## config.mk

```make
export PLATFORM = sky130hd
export DESIGN_NAME = poly_block_stats
export DESIGN_NICKNAME = d
export VERILOG_FILES = /design/src/rtl/poly_block_stats.sv
export SDC_FILE = /design/constraint.sdc
export NUM_CORES = 1
export LEC_CHECK = 0
export ABC_AREA = 1
export ABC_CLOCK_PERIOD_IN_PS = 4450
export CAP_MARGIN = 20
export CORE_ASPECT_RATIO = 1.5
export CORE_MARGIN = 2
export CORE_UTILIZATION = 40
export DETAILED_ROUTE_END_ITERATION = 16
export SYNTH_ARGS = -nofsm -noshare
export SYNTH_HDL_FRONTEND = slang
export SYNTH_SLANG_ARGS = --single-unit
```

## constraint.sdc

```tcl
create_clock -name clk -period 4.45 [get_ports clk]
set_input_delay 0.89 -clock clk [delete_from_list [all_inputs] [get_ports clk]]
set_output_delay 0.89 -clock clk [all_outputs]
set_load 0.05 [all_outputs]
```

## src/rtl/poly_block_stats.sv

```systemverilog
`default_nettype none
// ============================================================================
// poly_block_stats : per-block sum/min/max/count of a signed sample stream
// Revision 1.0
// ============================================================================
module poly_block_stats #(
  parameter int WIDTH     = 16,
  parameter int N         = 8,
  parameter int ACC_WIDTH = 20
) (
  input  logic                        clk,
  input  logic                        rst_n,
  input  logic                        in_valid,
  input  logic signed [WIDTH-1:0]     in_data,
  output logic                        in_ready,
  input  logic                        flush,
  output logic                        out_valid,
  input  logic                        out_ready,
  output logic signed [ACC_WIDTH-1:0] out_sum,
  output logic signed [WIDTH-1:0]     out_min,
  output logic signed [WIDTH-1:0]     out_max,
  output logic [$clog2(N+1)-1:0]      out_count,
  output logic                        out_sat
);

  localparam int CW = $clog2(N+1);
  localparam logic [ACC_WIDTH-1:0] SAT_MAX = {1'b0, {(ACC_WIDTH-1){1'b1}}};
  localparam logic [ACC_WIDTH-1:0] SAT_MIN = {1'b1, {(ACC_WIDTH-1){1'b0}}};

  typedef enum logic {ACCUM = 1'b0, HOLD = 1'b1} state_t;

  state_t                       state;
  logic signed [ACC_WIDTH-1:0]  acc;
  logic signed [WIDTH-1:0]      mn;
  logic signed [WIDTH-1:0]      mx;
  logic [CW-1:0]                cnt;
  logic                         sat;

  logic [ACC_WIDTH:0]           acc_ext;
  logic [ACC_WIDTH:0]           smp_ext;
  logic [ACC_WIDTH:0]           sum_w;
  logic                         ovf;
  logic                         accept;
  logic                         first;
  logic                         close;
  logic signed [ACC_WIDTH-1:0]  n_acc;
  logic signed [WIDTH-1:0]      n_min;
  logic signed [WIDTH-1:0]      n_max;
  logic [CW-1:0]                n_cnt;
  logic                         n_sat;

  // One guard bit above the accumulator detects overflow of a single add
  always_comb begin
    acc_ext = {acc[ACC_WIDTH-1], acc};
    smp_ext = {{(ACC_WIDTH+1-WIDTH){in_data[WIDTH-1]}}, in_data};
    sum_w   = acc_ext + smp_ext;
    ovf     = sum_w[ACC_WIDTH] != sum_w[ACC_WIDTH-1];
    accept  = in_valid && in_ready && (state == ACCUM);
    first   = (cnt == '0);

    n_acc = acc;
    n_min = mn;
    n_max = mx;
    n_cnt = cnt;
    n_sat = sat;
    if (accept) begin
      if (ovf) n_acc = sum_w[ACC_WIDTH] ? SAT_MIN : SAT_MAX;
      else     n_acc = sum_w[ACC_WIDTH-1:0];
      n_sat = sat | ovf;
      n_min = (first || in_data < mn) ? in_data : mn;
      n_max = (first || in_data > mx) ? in_data : mx;
      n_cnt = cnt + CW'(1);
    end

    close = (state == ACCUM) &&
            ((accept && n_cnt == CW'(N)) || (flush && n_cnt != '0));
  end

  always_ff @(posedge clk or negedge rst_n) begin
    if (!rst_n) begin
      state     <= ACCUM;
      in_ready  <= 1'b0;
      out_valid <= 1'b0;
      acc       <= '0;
      mn        <= '0;
      mx        <= '0;
      cnt       <= '0;
      sat       <= 1'b0;
      out_sum   <= '0;
      out_min   <= '0;
      out_max   <= '0;
      out_count <= '0;
      out_sat   <= 1'b0;
    end else begin
      case (state)
        ACCUM: begin
          acc <= n_acc;
          mn  <= n_min;
          mx  <= n_max;
          cnt <= n_cnt;
          sat <= n_sat;
          if (close) begin
            out_sum   <= n_acc;
            out_min   <= n_min;
            out_max   <= n_max;
            out_count <= n_cnt;
            out_sat   <= n_sat;
            out_valid <= 1'b1;
            in_ready  <= 1'b0;
            state     <= HOLD;
          end else begin
            in_ready  <= 1'b1;
          end
        end
        HOLD: begin
          // out_* deliberately keep their values after the handshake
          if (out_ready) begin
            state     <= ACCUM;
            out_valid <= 1'b0;
            in_ready  <= 1'b1;
            acc       <= '0;
            mn        <= '0;
            mx        <= '0;
            cnt       <= '0;
            sat       <= 1'b0;
          end
        end
        default: state <= ACCUM;
      endcase
    end
  end

endmodule
`default_nettype wire
```

==> results.tsv <==
stage	metric	value	unit
worst_setup_path	R2R depth	13	
clock_network	Longest Clk Path Bufs	2	
worst_setup_path	Top delay family on crit path	simple AND/OR/NAND/NOR gates	
clock_network	post-CTS resize count	0	
finish	area taken by multi-input logic gates	3938	um2
route	vias per cell	4.984	
pwr	Power Density	799.7	nW/um2
route	initial DRC count	299	
sta	Max Clock Skew	0.008410	ns
sta	Final min period	3.219	ns
clock_network	clock sinks	117	
finish	Syn-to-layout area delta	22.32	%
synthesis	leading area contributor after synthesis	dfrtp_1	
worst_setup_path	CP Buf/Inv Count	1	
worst_setup_path	critical path peak fanout	10	
placed_design	Placed Cells	1349	
global_routing	largest net degree at the start of global routing	65	
pwr	Lkg Pwr	4.928	nW
clock_network	TritonCTS Buffers	17	
synthesis	Synthesized Nets	1117	
pwr	P_int	3.764	mW
clock_network	CTS tree	done	
sta	Least-Margin Pin Slew	0.7979	ns
clock_network	Post-CTS Setup Bufs	0	
finish	final net count	1191	
route	1st-pass router iterations	4	
hold_path	Worst Hold Depth	2	
hold_path	Hold EP	out_max[7]	
sta	setup_tns	0	ns
placed_design	DP Wirelength	14760	um
floorplan	# IOs	80	
worst_setup_path	r2r startpoint	state	
route	WL/cell	14.88	um
clock_network	H-tree Lvls	4	
synthesis	Seq/Total Area, Yosys	39.45	%
hold_path	worst hold start	out_max[7]	
worst_setup_path	type of the worst setup path	input pin to register	
sta	Slew HR	46.81	%
sta	RSZ-0062 raised after global routing	no	
pwr	Comb pwr share	54.8	%
sta	final setup fails	0	
placed_design	PortBufs	79	
sta	final period utilization	72.35	%
outcome	status	complete, no violations	
synthesis	top cell type's share of synthesized area	39.45	%
pwr	Sw Share	48.15	%
worst_setup_path	CP most frequent cell	nand2_1	
global_routing	Tot GR Track Use	21.83	%
pwr	clock share of power	20.8	%
sta	Hold Vio Cnt, Final	0	
synthesis	Ys Warns	0	
pwr	PnR Total Power	7.260	mW
worst_setup_path	critical path depth	14	
sta	Slew Viols, Final	0	
worst_setup_path	Worst path slowest cell	clkdlybuf4s50_1	
clock_network	hold_buf cts	0	
worst_setup_path	Max stage delay on crit path	0.56	ns
finish	fin cells	1381	
clock_network	Clock transition at path regs	0.06	ns
synthesis	number of synthesized register bits	117	
worst_setup_path	worst reg2reg endpoint	out_min[3]	
pwr	Flop pwr share	24.4	%
clock_network	root buf cell	clkbuf_16	
floorplan	die area	19680	um2
worst_setup_path	crit end category	register	
route	total number of vias	6883	
global_routing	initial antenna violation count	0	
floorplan	Die H	170.8	um
floorplan	Die Width	115.2	um
finish	layout cells sized above 1	5.757	%
finish	antenna cells	0	
global_routing	grt ovf	0	
pwr	Max VDD drop	0.2956	mV
floorplan	initial core utilization	40.34	%
route	DRC	0	
hold_path	hold crit path type	register to register	
placed_design	Routability Congestion	0.9169	
synthesis	Synth area leaders	dfrtp_1, nand2_1, nand3_1, ha_1, inv_1	
worst_setup_path	FF-to-FF setup slack	1.37	ns
synthesis	Yosys cell types	37	
worst_setup_path	startpoint types	input pin	
worst_setup_path	Worst Path Required	4.81	ns
route	final wirelength	20550	um
global_routing	vias in the first global route	6705	
pwr	P_sw	3.496	mW
floorplan	Core Area	18390	um2
global_routing	first-pass GRT wire length	33200	um
clock_network	worst skew pair latency	0.42	ns
floorplan	# rows	61	
worst_setup_path	crit path cell chain	clkdlybuf4s50_1 > ha_1 > a21oi_1 > and2_1 > nand2_1 > nand2_1 > nand3_1 > nand2_1 > nand2_1 > a21oi_2 > nand2_1 > nand2_1 > nand2_1 > nand2_1	
finish	Reg area	2928	um2
route	post-route ant nets	0	
worst_setup_path	CP arrival	3.58	ns
synthesis	Synth Instances	1042	
synthesis	Post-Syn Area	7421	um2
flow_run	# Max-Cap Violations	0	
finish	fillers	1802	
synthesis	Synth Area per Inst	7.122	um2
sta	Fmax	310.6	MHz
-- power by group through the flow --
stage	clock [mW]	sequential [mW]	combinational [mW]
final	1.51	1.77	3.98
after detailed placement	0	1.78	4.00
after floorplan	0	2.44	2.23
after global placement	0	1.78	3.95
after global routing	1.58	1.82	4.44
after CTS	1.54	1.77	4.01
-- cell usage after synthesis --
cell type / number
and2_1: 1
nand3_2: 1
ha_1: 53
a31oi_1: 2
a21oi_2: 2
o21bai_1: 5
nand3_1: 135
inv_1: 95
a21boi_0: 1
buf_4: 6
nand4_1: 12
buf_1: 4
xor2_2: 1
o22ai_1: 5
o21a_1: 1
inv_2: 4
a21oi_1: 24
nor3_1: 4
nand4_2: 1
xnor2_1: 6
buf_6: 3
clkbuf_1: 13
fa_1: 1
nor2_1: 31
xor2_1: 11
dfrtp_1: 117
o21bai_2: 1
nand2_1: 466
a211oi_1: 1
inv_6: 1
a21o_1: 1
nand3b_1: 3
or2_2: 9
o21ai_0: 6
o21ai_1: 6
nand3_4: 1
buf_2: 8
-- registers in the layout (all words and copies together) (netlist names) --
register and count:
out_sum 20, out_count 4, acc 20, out_max 16
cnt 4, mx 16, out_sat 1, state 1
out_valid 1, out_min 16, mn 16, in_ready 1
sat 1
-- per-stage QoR --
stage | hold WS [ns] | util, % | area, um2 | setup WS, ns
2_1_floorplan | 0.4489 | - | 7421 | 1.755
3_3_place_gp | 0.4617 | 45.80 | 8424 | 0.7985
3_5_place_dp | 0.4650 | 45.80 | 8424 | 0.8029
4_1_cts | 0.4802 | 49.35 | 9077 | 1.244
5_1_grt | 0.4966 | 49.35 | 9077 | 0.9767
6_report | 0.4736 | 49.35 | 9077 | 1.231
-- kinds of logic (layout without fill, tap and decap cells) --
logic type	Yosys count	count (layout)	share of synthesized area, %
AOI/OAI and AO/OA	55	55	4.317
xor gates and xnor gates	18	18	2.226
adders and majority gates	54	54	9.206
buffers and inverters	134	221	7.587
DFF	117	117	39.45
and+or+nand+nor	664	664	37.21
-- layout by cell type, fill, tap and decap left out, drive strengths merged --
master         count
nand2            466
nand3            137
dfrtp            117
inv              100
clkdlybuf4s50     78
ha                53
nor2              31
a21oi             26
clkbuf            21
nand4             13
xor2              12
o21ai             12
buf               11
or2                9
xnor2              6
o21bai             6
o22ai              5
nor3               4
clkinvlp           4
bufinv             4
nand3b             3
clkinv             3
a31oi              2
a21boi             1
o21a               1
a21o               1
a211oi             1
and2               1
fa                 1
-- worst reg2reg max path: stages (launching register included) --
cell	delay, ns
dfrtp_1	0.49
inv_6	0.44
nand3_4	0.35
inv_2	0.21
nand2_1	0.08
xor2_1	0.15
inv_2	0.09
nand3_1	0.08
o21bai_2	0.14
nand3_2	0.11
inv_2	0.34
buf_4	0.32
nand3_1	0.15
nand2_1	0.07
-- final cells by class --
cell class / count / share of cell area, %
tap: 252 / 3.473
clock inverter: 11 / 1.902
sequential: 117 / 32.25
clock buffer: 21 / 5.293
multi-input combinational: 791 / 43.38
timing repair buffer: 89 / 9.511
inverter: 100 / 4.190
-- routing by layer --
metal,global-route usage [%],share of wire [%]
met5,0,0
met4,9.062,3.1
met3,3.224,3.0
met2,40.15,53
met1,24.88,41
-- worst max-delay path by stage --
stage	start	end	slack, ns
2_1_floorplan	in_data[0]	sat	1.76
3_3_place_gp	in_data[0]	out_sum[12]	0.80
3_5_place_dp	in_data[11]	out_sum[11]	0.80
4_1_cts	in_data[11]	acc[14]	1.24
5_1_grt	in_data[15]	acc[10]	0.98
6_report	in_data[11]	acc[14]	1.23
Note: power is estimated with default switching activity, not from simulation.
